$ cat src/rtl/ccp_l2_ingress_if.sv
// Valid/ready message stream carrying one L1.5 coherence message.
interface ccp_l2_ingress_if #(
  parameter int unsigned MSG_WIDTH  = 8,
  parameter int unsigned DATA_WIDTH = 64,
  parameter int unsigned TAG_WIDTH  = 8,
  parameter int unsigned OWNER_BITS = 3
);
  logic                  valid;
  logic                  ready;
  logic [MSG_WIDTH-1:0]  msg_type;
  logic [DATA_WIDTH-1:0] data;
  logic [TAG_WIDTH-1:0]  tag;
  logic [OWNER_BITS-1:0] source;

  modport master (output valid, msg_type, data, tag, source, input ready);
  modport slave  (input valid, msg_type, data, tag, source, output ready);
endinterface

$ cat src/rtl/ccp_l2_ingress.sv
// L2 ingress: per-channel FIFOs for L1.5 requests (ch1) and responses (ch3),
// merged onto one L2 port with response priority and a starvation guard.
module ccp_l2_ingress #(
  parameter int unsigned MSG_WIDTH    = 8,
  parameter int unsigned DATA_WIDTH   = 64,
  parameter int unsigned TAG_WIDTH    = 8,
  parameter int unsigned OWNER_BITS   = 3,
  parameter int unsigned DEPTH        = 4,
  parameter int unsigned STARVE_LIMIT = 8
) (
  input  logic                   clk,
  input  logic                   rst,
  ccp_l2_ingress_if.slave        msg1,
  ccp_l2_ingress_if.slave        msg3,
  ccp_l2_ingress_if.master       out,
  output logic                   out_chan,
  output logic [$clog2(DEPTH):0] msg1_count,
  output logic [$clog2(DEPTH):0] msg3_count
);
  localparam int unsigned PW = $clog2(DEPTH);
  localparam int unsigned CW = PW + 1;
  localparam int unsigned EW = MSG_WIDTH + DATA_WIDTH + TAG_WIDTH + OWNER_BITS;

  typedef enum logic {ARB_OPEN, ARB_HELD} arb_state_e;

  // Index 0 = channel 1 (requests), index 1 = channel 3 (responses).
  logic [EW-1:0] mem_q [2][DEPTH];
  logic [EW-1:0] mem_d [2][DEPTH];
  logic [PW-1:0] wp_q [2], wp_d [2];
  logic [PW-1:0] rp_q [2], rp_d [2];
  logic [CW-1:0] cnt_q [2], cnt_d [2];
  logic [7:0]    starve_q, starve_d;
  arb_state_e    state_q, state_d;
  logic          grant_q, grant_d;

  logic [EW-1:0] in_ent [2];
  logic [1:0]    in_valid, nonempty, push, pop;
  logic          out_valid_i, grant, handshake;

  assign in_valid  = {msg3.valid, msg1.valid};
  assign in_ent[0] = {msg1.msg_type, msg1.data, msg1.tag, msg1.source};
  assign in_ent[1] = {msg3.msg_type, msg3.data, msg3.tag, msg3.source};

  assign msg1.ready = (cnt_q[0] != CW'(DEPTH));
  assign msg3.ready = (cnt_q[1] != CW'(DEPTH));
  assign msg1_count = cnt_q[0];
  assign msg3_count = cnt_q[1];

  // Grant selection and lock FSM; a stalled presentation keeps its grant.
  always_comb begin
    nonempty    = {cnt_q[1] != '0, cnt_q[0] != '0};
    out_valid_i = |nonempty;
    grant       = 1'b0;
    if (state_q == ARB_HELD) begin
      grant = grant_q;
    end else begin
      case (nonempty)
        2'b01:   grant = 1'b0;
        2'b10:   grant = 1'b1;
        2'b11:   grant = (starve_q != 8'(STARVE_LIMIT));
        default: grant = 1'b0;
      endcase
    end
    handshake = out_valid_i && out.ready;
    grant_d   = grant;
    state_d   = state_q;
    case (state_q)
      ARB_OPEN: if (out_valid_i && !out.ready) state_d = ARB_HELD;
      ARB_HELD: if (handshake) state_d = ARB_OPEN;
      default:  state_d = ARB_OPEN;
    endcase
  end

  // Present the granted head; all-zero when nothing is buffered.
  always_comb begin
    out.valid = out_valid_i;
    out_chan  = out_valid_i & grant;
    {out.msg_type, out.data, out.tag, out.source} =
      out_valid_i ? mem_q[grant][rp_q[grant]] : '0;
  end

  // FIFO pointer, count and storage update for both channels.
  always_comb begin
    push  = in_valid & {msg3.ready, msg1.ready};
    pop   = {handshake & grant, handshake & ~grant};
    mem_d = mem_q;
    for (int unsigned c = 0; c < 2; c++) begin
      wp_d[c]  = wp_q[c];
      rp_d[c]  = rp_q[c];
      cnt_d[c] = cnt_q[c];
      if (push[c]) begin
        mem_d[c][wp_q[c]] = in_ent[c];
        wp_d[c]           = wp_q[c] + 1'b1;
      end
      if (pop[c]) rp_d[c] = rp_q[c] + 1'b1;
      case ({push[c], pop[c]})
        2'b10:   cnt_d[c] = cnt_q[c] + 1'b1;
        2'b01:   cnt_d[c] = cnt_q[c] - 1'b1;
        default: cnt_d[c] = cnt_q[c];
      endcase
    end
  end

  // Starvation counter: counts response wins over a waiting request.
  always_comb begin
    starve_d = starve_q;
    if (!nonempty[0] || pop[0]) begin
      starve_d = '0;
    end else if (pop[1] && (starve_q < 8'(STARVE_LIMIT))) begin
      starve_d = starve_q + 8'd1;
    end
  end

  // State registers; reset discards all buffered messages.
  always_ff @(posedge clk or negedge rst) begin
    if (!rst) begin
      state_q  <= ARB_OPEN;
      grant_q  <= 1'b0;
      starve_q <= '0;
      for (int unsigned c = 0; c < 2; c++) begin
        wp_q[c]  <= '0;
        rp_q[c]  <= '0;
        cnt_q[c] <= '0;
        for (int unsigned e = 0; e < DEPTH; e++) mem_q[c][e] <= '0;
      end
    end else begin
      state_q  <= state_d;
      grant_q  <= grant_d;
      starve_q <= starve_d;
      wp_q     <= wp_d;
      rp_q     <= rp_d;
      cnt_q    <= cnt_d;
      mem_q    <= mem_d;
    end
  end
endmodule
$ cat src/flat_wrapper.sv
// flat-port wrapper written by rule: the top's interface ports become plain ports
module ccp_l2_ingress_flat 
#(
  parameter int unsigned MSG_WIDTH    = 8,
  parameter int unsigned DATA_WIDTH   = 64,
  parameter int unsigned TAG_WIDTH    = 8,
  parameter int unsigned OWNER_BITS   = 3,
  parameter int unsigned DEPTH        = 4,
  parameter int unsigned STARVE_LIMIT = 8
)
  (clk, rst, out_chan, msg1_count, msg3_count, msg1_valid, msg1_msg_type, msg1_data, msg1_tag, msg1_source, msg1_ready, msg3_valid, msg3_msg_type, msg3_data, msg3_tag, msg3_source, msg3_ready, out_valid, out_msg_type, out_data, out_tag, out_source, out_ready);
  ccp_l2_ingress_if #(.MSG_WIDTH(MSG_WIDTH), .DATA_WIDTH(DATA_WIDTH), .TAG_WIDTH(TAG_WIDTH), .OWNER_BITS(OWNER_BITS)) msg1_i ();
  ccp_l2_ingress_if #(.MSG_WIDTH(MSG_WIDTH), .DATA_WIDTH(DATA_WIDTH), .TAG_WIDTH(TAG_WIDTH), .OWNER_BITS(OWNER_BITS)) msg3_i ();
  ccp_l2_ingress_if #(.MSG_WIDTH(MSG_WIDTH), .DATA_WIDTH(DATA_WIDTH), .TAG_WIDTH(TAG_WIDTH), .OWNER_BITS(OWNER_BITS)) out_i ();
  input  logic clk;
  input  logic rst;
  output logic out_chan;
  output logic [$clog2(DEPTH):0] msg1_count;
  output logic [$clog2(DEPTH):0] msg3_count;
  input wire logic [$bits(msg1_i.valid)-1:0] msg1_valid;
  input wire logic [$bits(msg1_i.msg_type)-1:0] msg1_msg_type;
  input wire logic [$bits(msg1_i.data)-1:0] msg1_data;
  input wire logic [$bits(msg1_i.tag)-1:0] msg1_tag;
  input wire logic [$bits(msg1_i.source)-1:0] msg1_source;
  output wire logic [$bits(msg1_i.ready)-1:0] msg1_ready;
  input wire logic [$bits(msg3_i.valid)-1:0] msg3_valid;
  input wire logic [$bits(msg3_i.msg_type)-1:0] msg3_msg_type;
  input wire logic [$bits(msg3_i.data)-1:0] msg3_data;
  input wire logic [$bits(msg3_i.tag)-1:0] msg3_tag;
  input wire logic [$bits(msg3_i.source)-1:0] msg3_source;
  output wire logic [$bits(msg3_i.ready)-1:0] msg3_ready;
  output wire logic [$bits(out_i.valid)-1:0] out_valid;
  output wire logic [$bits(out_i.msg_type)-1:0] out_msg_type;
  output wire logic [$bits(out_i.data)-1:0] out_data;
  output wire logic [$bits(out_i.tag)-1:0] out_tag;
  output wire logic [$bits(out_i.source)-1:0] out_source;
  input wire logic [$bits(out_i.ready)-1:0] out_ready;
  assign msg1_i.valid = msg1_valid;
  assign msg1_i.msg_type = msg1_msg_type;
  assign msg1_i.data = msg1_data;
  assign msg1_i.tag = msg1_tag;
  assign msg1_i.source = msg1_source;
  assign msg1_ready = msg1_i.ready;
  assign msg3_i.valid = msg3_valid;
  assign msg3_i.msg_type = msg3_msg_type;
  assign msg3_i.data = msg3_data;
  assign msg3_i.tag = msg3_tag;
  assign msg3_i.source = msg3_source;
  assign msg3_ready = msg3_i.ready;
  assign out_valid = out_i.valid;
  assign out_msg_type = out_i.msg_type;
  assign out_data = out_i.data;
  assign out_tag = out_i.tag;
  assign out_source = out_i.source;
  assign out_i.ready = out_ready;
  ccp_l2_ingress #(.MSG_WIDTH(MSG_WIDTH), .DATA_WIDTH(DATA_WIDTH), .TAG_WIDTH(TAG_WIDTH), .OWNER_BITS(OWNER_BITS), .DEPTH(DEPTH), .STARVE_LIMIT(STARVE_LIMIT)) u_core (.clk(clk), .rst(rst), .msg1(msg1_i), .msg3(msg3_i), .out(out_i), .out_chan(out_chan), .msg1_count(msg1_count), .msg3_count(msg3_count));
endmodule
$ cat config.mk
export PLATFORM = sky130hd
export DESIGN_NAME = ccp_l2_ingress_flat
export DESIGN_NICKNAME = d
export VERILOG_FILES = /design/src/rtl/ccp_l2_ingress_if.sv /design/src/rtl/ccp_l2_ingress.sv /design/src/flat_wrapper.sv
export SDC_FILE = /design/constraint.sdc
export NUM_CORES = 1
export LEC_CHECK = 0
export BUFFER_PORTS_ARGS = -buffer_cell sky130_fd_sc_hd__buf_2
export CAP_MARGIN = 40
export CORE_ASPECT_RATIO = 2
export CORE_MARGIN = 2
export CORE_UTILIZATION = 60
export CTS_CLUSTER_SIZE = 25
export DETAILED_ROUTE_END_ITERATION = 12
export GPL_TIMING_DRIVEN = 0
export PLACE_DENSITY = 0.8
export SLEW_MARGIN = 25
export SYNTH_ARGS = -nofsm -noshare
export SYNTH_HDL_FRONTEND = slang
export SYNTH_SLANG_ARGS = --single-unit
$ cat constraint.sdc
create_clock -name clk -period 3.75 [get_ports clk]
set_input_delay 0.5625 -clock clk [delete_from_list [all_inputs] [get_ports clk]]
set_output_delay 0.5625 -clock clk [all_outputs]
set_load 0.1 [all_outputs]
==> impl.org, run 1 <==
** Detailed routing
- Across all layers, the routed design uses 19075 vias.
- For this block, the routed nets add up to 79170 um of wire.
- For this block, the initial DRC count from the detailed router was 1180.
- In the routed layout, each cell is associated on average with a via count of 6.165.
- Final ANT Viol Nets :: 0
- In the final routed layout, each cell accounts on average for 25.59 um.
- Number of remaining DRC errors :: 0
- The first TritonRoute pass finished after 5 iterations.

** Final layout
- In the final design database the tool counted 2560 nets.
- The layout has 3453 filler cells.
- Post-Layout Cell Count :: 3094
- Sequential cell area :: 17220 sq um
- Multi-input gate area :: 13510 sq um
- Cells with a size suffix above 1 make up 58.22% of the layout.
- Layout-stage area growth over the synthesis result :: 16.43%
- Cells fill 70.44% of the core in the end.

** Clock network
- Root buffer cell :: sky130_fd_sc_hd__clkbuf_16
- Insertion delay of the later-clocked pin in the worst-skew pair :: 0.62 ns
- Htree depth :: 2
- Total CTS buffers :: 58
- After clock tree synthesis, the setup repair step added 0 buffers.
- Buffer levels on the longest clock path :: 3
- Clock tree from TritonCTS :: done
- Clock-pin slew was measured on the worst setup and hold paths at 0.07 ns.
- TritonCTS Sinks :: 688

** Worst hold path
- The path with the worst hold slack has its endpoint at u_core.mem_q[154]$_DFFE_PN0P_.
- The worst hold path was traced through 2 stages.
- Path category of the worst min-delay check :: in -> reg
- In this run the most critical hold path is launched from msg3_data[60].

** Global route
- Across every metal layer, demand over resource in global routing totals 30.23%.
- Summed over all layers, the global routing overflow is 0.
- The via count of the first global-routing pass came to 21269.
- Initial antenna violation count :: 23
- Entering global routing, the biggest net connects 105 pins.
- The first global-routing pass estimated 122400 um of wire.

** Critical path
- Logic depth of the worst register-to-register path :: 12
- R2r setup slk :: 0.70 ns
- Source of the worst register-to-register timing path :: u_core.msg1_count[0]$_DFFE_PN0P_
- Required @ worst endpoint :: 3.19 ns
- By startpoint and endpoint, the worst setup path is classified as reg -> out.
- The worst setup path is captured at an output pin.
- Worst EP arrival :: 3.13 ns
- Of all nets on the critical path, the largest fanout is 10.
- The most critical setup path has its startpoint at u_core.msg1_count[0]$_DFFE_PN0P_.
- STA classifies the critical path startpoint as a flip-flop.
- Critical register-to-register path endpoint :: u_core.msg3_count[2]$_DFFE_PN0P_

** STA
- The clock arrives with 0.01730 ns of skew.
- Transition time of the tightest slew-check pin :: 0.8703 ns
- Setup violations remaining at the end of the flow were counted as 0.
- Hold violation count in the final report :: 0
- Measured against its own limit, the worst slew margin works out to 41.98%.
- Maximum clock frequency :: 270.7 MHz
- The number of pins exceeding their max-slew limit in the final report came to 0.
- Final period util :: 98.52%
- Shortest period the worst path allows :: 3.694 ns
- Final hold slack :: 0.2125 ns

** Placement
- Routability-driven placement finished with a final weighted congestion of 0.8116.
- The count of buffers added on input and output ports is 263.
- Number of cells in the design after placement :: 2974
- Post-detail-place hpwl :: 56300 um

** Die
- For this configuration, the core starts out at a cell density of 60.49%.
- The floorplan has 118 rows.
- Die width :: 165.2 um
- The die covers 53900 sq um.
- After floorplanning, the core was sized to cover 51530 sq um.
- In this run the count of I/O pins placed on the die edge is 264.
- Overall die height :: 326.3 um

** Synth
- Post-synthesis cell type count :: 40
- Sequential cells were found to cover 55.23% of the synthesized design area.
- EDFF count, synth :: 0
- Number of synthesis warnings :: 0
- Number of instances in the synthesized netlist :: 2035
- Synth Area in Simple Gates :: 2.147%
- Multiplexer fraction of the synthesized cell area :: 36.06%
- The mapped netlist covers 31170 sq um.
- Post-synthesis share of cell area spent on full adders, half adders and majority gates :: 0.6101%
- Main combinational cell family by area after synthesis :: multiplexers
- Synthesis produced a netlist with a net count of 2220.
- Parity-gate share of the synthesized area counting xor and xnor cells :: 0.3372%
- Avg Cell Area, Syn :: 15.32 sq um
- Summing the areas of all compound-gate instances in the mapped netlist gives 3.079% of the synthesized area.
- Number of synthesized register bits :: 688
- In the synthesized netlist the async set-or-reset flop fraction comes to 100.0%.
- In the synthesized netlist the dominant register cell turns out to be sky130_fd_sc_hd__dfrtp_1.

** Outcome
- Run status :: completed

** Flow run
- Across the run, the number of max-cap violations was 0.
Yosys cell counts, drive strengths merged, types with 4 or more instances:
cell type  instances  share of area [%]
ha                12               0.48
a21oi             87                1.4
dfrtp            688                 55
inv               18               0.22
mux2             665                 24
nor4               4               0.12
xor2               6               0.17
nor2               7              0.084
and2               4              0.080
o21ai             88                1.4
mux4             166                 12
buf               91                1.5
clkbuf            67               0.82
xnor2              6               0.17
nand3             85                1.4
nand2             14               0.17
layer usage:
| metal | track usage [%] | vias up | wire length [um] |
|---|---|---|---|
| met5 | 0 | - | 136 |
| met4 | 14.44 | 22 | 3825 |
| met3 | 5.206 | 197 | 4116 |
| met2 | 53.76 | 516 | 42900 |
| met1 | 35.03 | 10078 | 28180 |
| li1 | - | 8262 | - |
through the flow:
stage | cell area, sq um | TNS [ns] | setup slack, ns
floorplan | 31490 | 0 | 0.05473
global placement | 33630 | -7506.70 | -11.04
detailed placement | 33930 | 0 | 0.09687
CTS | 36170 | -0.007002 | -0.003730
global route | 36290 | -0.01573 | -0.01360
finish | 36290 | 0 | 0.05569
worst max-delay path: stages (launching register included):
cell	delay (ns)
sky130_fd_sc_hd__dfrtp_1	0.45
sky130_fd_sc_hd__or3_1	0.45
sky130_fd_sc_hd__buf_6	0.17
sky130_fd_sc_hd__nor2_1	0.30
sky130_fd_sc_hd__buf_4	0.40
sky130_fd_sc_hd__buf_2	0.38
sky130_fd_sc_hd__a21oi_2	0.10
sky130_fd_sc_hd__buf_4	0.25
area by class of cell:
type / instances / share of cell area [%]
buffer: 158 / 2.230
sequential: 688 / 47.44
timing repair buffer: 280 / 5.161
inverter: 18 / 0.1862
tap: 660 / 2.275
multi-input combinational: 1171 / 37.23
clock buffer: 89 / 4.771
clock inverter: 18 / 0.6240
antenna: 12 / 0.08274
registers in the layout, summed over array words and instances (netlist names), named ones only:
register,count
u_core.starve_q,8
u_core.msg3_count,3
u_core.wp_q,4
u_core.msg1_count,3
u_core.grant_q,1
u_core.rp_q,4
u_core.mem_q,664
worst max-delay path by stage:
stage                                    endpoint  depth (start not counted)
floorplan                                out_chan                          6
global placement    u_core.mem_q[527]$_DFFE_PN0P_                          1
detailed placement                   out_data[51]                          8
CTS                                  out_data[32]                          9
global route                         out_data[18]                          7
finish                               out_data[26]                          7
repair_timing:
item	in CTS	in global routing
resized for setup	113	52
hold buffers	1	0
pin swaps	0	1
endpoints found under the hold margin	52	0
endpoints found under the setup margin	84	81
cells by family (layout without fill, tap and decap cells):
kind of cell               Yosys count  in the layout
other                                0             12
and+or+nand+nor                    128            128
adders and majority gates           14             14
DFF                                688            688
xor gates and xnor gates            12             12
muxes                              832            832
AOI/OAI and AO/OA                  185            185
buffers and inverters              176            563
cell usage in the layout (no fill, tap or decap), types with 14 or more instances in the layout:
master / Yosys / layout
sky130_fd_sc_hd__inv_1: 18 / 18
sky130_fd_sc_hd__o21ai_1: 12 / 18
sky130_fd_sc_hd__clkbuf_4: 0 / 15
sky130_fd_sc_hd__dfrtp_1: 688 / 688
sky130_fd_sc_hd__mux4_2: 166 / 166
sky130_fd_sc_hd__clkbuf_16: 0 / 61
sky130_fd_sc_hd__nand3_1: 85 / 85
sky130_fd_sc_hd__clkbuf_1: 64 / 57
sky130_fd_sc_hd__buf_2: 79 / 261
sky130_fd_sc_hd__mux2_2: 664 / 664
sky130_fd_sc_hd__nand2_1: 14 / 14
sky130_fd_sc_hd__clkbuf_2: 3 / 24
sky130_fd_sc_hd__o21ai_0: 76 / 68
sky130_fd_sc_hd__buf_4: 1 / 59
sky130_fd_sc_hd__buf_6: 3 / 28
sky130_fd_sc_hd__a21oi_2: 0 / 83
Power of run 1 is not shown: default switching activity piles up to over one toggle a cycle in this logic, so the estimate is an artifact.
==> inputs of run 2 (changes only) <==
BUFFER_PORTS_ARGS = -buffer_cell sky130_fd_sc_hd__buf_4   (was -buffer_cell sky130_fd_sc_hd__buf_2)
==> run 2 against run 1 <==
Effect of this change: clock skew up 0.0034 ns; wire length up 0.81%; sequential share of layout area down 0.68 points; first-iteration DRC count up 3.7%; via count up 0.73%; die area unchanged; hold slack worse by 0.015 ns; sequential cell count unchanged; count of clock-buffer cells in the layout up 3.
==> impl.org, run 2 (synthesized netlist as in run 1, its figures left out) <==
** Outcome
- Run status :: completed

** Clock network
- The H-tree depth was 2 (unchanged).
- Total CTS buffers :: 59 (+1.7%)
- The clock-pin slew reported for the worst setup and hold paths after clock tree synthesis was 0.07 ns (about the same).
- Buffer levels on the longest clock path :: 3 (unchanged)
- Post-CTS setup buffers :: 0 (unchanged)
- Clock tree from TritonCTS :: done
- The insertion delay to the later sink of the worst-skew pair came to 0.62 ns (about the same).
- The tree is rooted in a sky130_fd_sc_hd__clkbuf_16.
- The number of sinks handled by clock tree synthesis came to 688 (unchanged).

** Critical path
- Critical path peak fanout :: 10 (unchanged)
- The critical path goes through or3_1, buf_6, nor2_1, buf_4, buf_2, a21oi_2, buf_4.
- The peak per-stage delay on the critical path was 0.45 ns (about the same).
- The critical path is of the reg -> out type.
- Kind of start point of the critical path :: flip-flop
- Worst EP arrival :: 3.13 ns (about the same)
- Endpoint class of the critical path :: output pin
- Library cell contributing the largest single delay on the critical path :: sky130_fd_sc_hd__dfrtp_1
- Library cell appearing most often on the critical path :: sky130_fd_sc_hd__buf_4
- The worst path required time is 3.19 ns (about the same).

** Final layout
- The share of final-layout standard cells stronger than drive strength 1 came to 58.42% (+0.21 points).
- Post-layout utilization of the core :: 71.46% (+1.0 points)
- The number of flip-flops under the largest register name was 664 (unchanged).
- Multi-input gate area :: 13510 sq um (unchanged)
- Leaving out fill and tap cells, the most frequent cells in the layout are 688 x sky130_fd_sc_hd__dfrtp_1, 664 x sky130_fd_sc_hd__mux2_2, 258 x sky130_fd_sc_hd__buf_4.
- From synthesis to final layout, the design area changed by 18.13%.
- The number of standard cells in the final layout excluding fillers was 3090 (-0.13%).
- The footprint of the flip-flops and latches was 17220 sq um (unchanged).
- Post-layout net count :: 2561 (+0.039%)
- Ranked by flip-flop count, first place goes to u_core.mem_q.
- In the final layout, the registers with the most flip-flops are u_core.mem_q (664), u_core.starve_q (8).
- Most frequent standard cell in the layout excluding fill and tap cells :: sky130_fd_sc_hd__dfrtp_1
- Fill cell total of the finished layout :: 3402 (-1.5%)

** Detailed routing
- Average routed wire per standard cell :: 25.83 um (+0.94%)
- Per-cell via count in the routed design :: 6.218 (+0.86%)
- The total via count after detailed routing came to 19214 (+0.73%).
- The DRC violation count after routing was 0 (unchanged).
- The initial DRC count is 1224 (+3.7%).
- Count of TritonRoute iterations in the first routing pass :: 5 (unchanged)
- The overall routed net length came to 79810 um (+0.81%).
- The post-detailed-route count of antenna-violating nets came to 0 (unchanged).

** Die
- Full die area :: 53900 sq um (unchanged)
- Overall die height :: 326.3 um (unchanged)
- The floorplan core area is 51530 sq um (unchanged).
- Die width :: 165.2 um (unchanged)
- The effective utilization at floorplan came to 60.49% (unchanged).
- The number of I/O pins came to 264 (unchanged).
- The number of placement rows came to 118 (unchanged).

** STA
- The ratio of final minimum period to clock period was 98.57% (about the same).
- Number of max-slew violations in the final report :: 0 (unchanged)
- The time the final worst path needs with I/O delays and setup is 3.697 ns (+0.002188 ns).
- Setup repair after global routing left no endpoint under its margin.
- Relative slew slack :: 49.93% (+7.9 points)
- The upper clock frequency limit came to 270.5 MHz (about the same).
- The final sum of negative setup slack came to 0 ns (unchanged).
- The final-report hold violation count came to 0 (unchanged).
- Transition time of the tightest slew-check pin :: 0.7511 ns (-0.1191 ns)
- The final worst clock skew was 0.02069 ns (+0.003390 ns).
- Endpoints failing setup :: 0 (unchanged)

** Global route
- Global-route wire length before repair :: 123000 um (+0.48%)
- Initial antenna violation count :: 12 (-48%)
- The via count of the first global-routing pass is 21315 (+0.22%).
- The overall routing resource usage was 30.33% (+0.10 points).
- Largest net degree at the start of global routing :: 102 (-2.9%)
- Sum of overflow across all layers after global routing :: 0 (unchanged)

** Placement
- Port bufs :: 263 (unchanged)
- The sum of net half-perimeters after detailed placement was 56880 um (+1.0%).
- The number of cells in the design after placement was 2975 (+0.034%).
- RD Place Congestion :: 0.8131 (+0.18%)

** Flow run
- The max-capacitance violation count came to 0 (unchanged).

** Worst hold path
- Path category of the worst min-delay check :: in -> reg
-- run 2: path summary, 6_finish.rpt --
check	endpoint	from	slack (ns)	depth (start not counted)
worst max-delay path	out_msg_type[6]	u_core.msg1_count[1]$_DFFE_PN0P_	0.05	7
worst min-delay path	u_core.mem_q[96]$_DFFE_PN0P_	msg3_data[2]	0.20	2
worst max register to register	u_core.msg3_count[2]$_DFFE_PN0P_	u_core.msg1_count[1]$_DFFE_PN0P_	0.68	12
worst min register to register	u_core.mem_q[470]$_DFFE_PN0P_	u_core.mem_q[470]$_DFFE_PN0P_	0.50	1
max in group asynchronous	u_core.mem_q[614]$_DFFE_PN0P_	rst	1.40	5
min in group asynchronous	u_core.mem_q[157]$_DFFE_PN0P_	rst	0.56	2
-- run 2: through the flow --
step / instance area (sq um) / worst slack [ns] / hold slack (ns)
floorplan: 31490 / 0.05473 / 0.2669
global placement: 34290 / -4.925 / 0.4807
detailed placement: 34600 / 0.1885 / 0.4878
CTS: 36750 / -0.001446 / 0.1678
global route: 36820 / 0.0006963 / 0.1905
finish: 36820 / 0.05350 / 0.1977
-- run 2: what timing repair did --
| item | in CTS | in global routing |
|---|---|---|
| endpoints found under the setup margin | 77 | 64 |
| endpoints found under the hold margin | 32 | 0 |
| resized for setup | 44 | 39 |
| hold buffers | 1 | 0 |
| pin swaps | 1 | 0 |
| cloned | 0 | 0 |
-- run 2: cell type report --
| cell class | instances | share of cell area [%] |
|---|---|---|
| Clock buffer | 92 | 4.951 |
| Buffer | 157 | 2.175 |
| Inverter | 18 | 0.1835 |
| Multi-Input combinational cell | 1171 | 36.70 |
| Clock inverter | 15 | 0.5777 |
| Timing Repair Buffer | 281 | 6.361 |
| Sequential cell | 688 | 46.76 |
| Antenna cell | 8 | 0.05437 |
| Tap cell | 660 | 2.243 |
-- run 2: routing by layer --
metal / vias up / track usage, % / routed length [um]
met3: 171 / 5.206 / 4274
met1: 10228 / 35.89 / 28890
met5: - / 0 / 56
li1: 8251 / - / -
met2: 556 / 53.87 / 43110
met4: 8 / 13.10 / 3480
-- run 2: critical path, delay by kind of cell, from the launching register on --
kind / cells / cell delay [ns]
buffers and inverters: 4 / 1.18
AND/OR/NAND/NOR: 2 / 0.76
flip-flops: 1 / 0.45
AO/OA/AOI/OAI: 1 / 0.11
Power of run 2 is left out for the same reason.
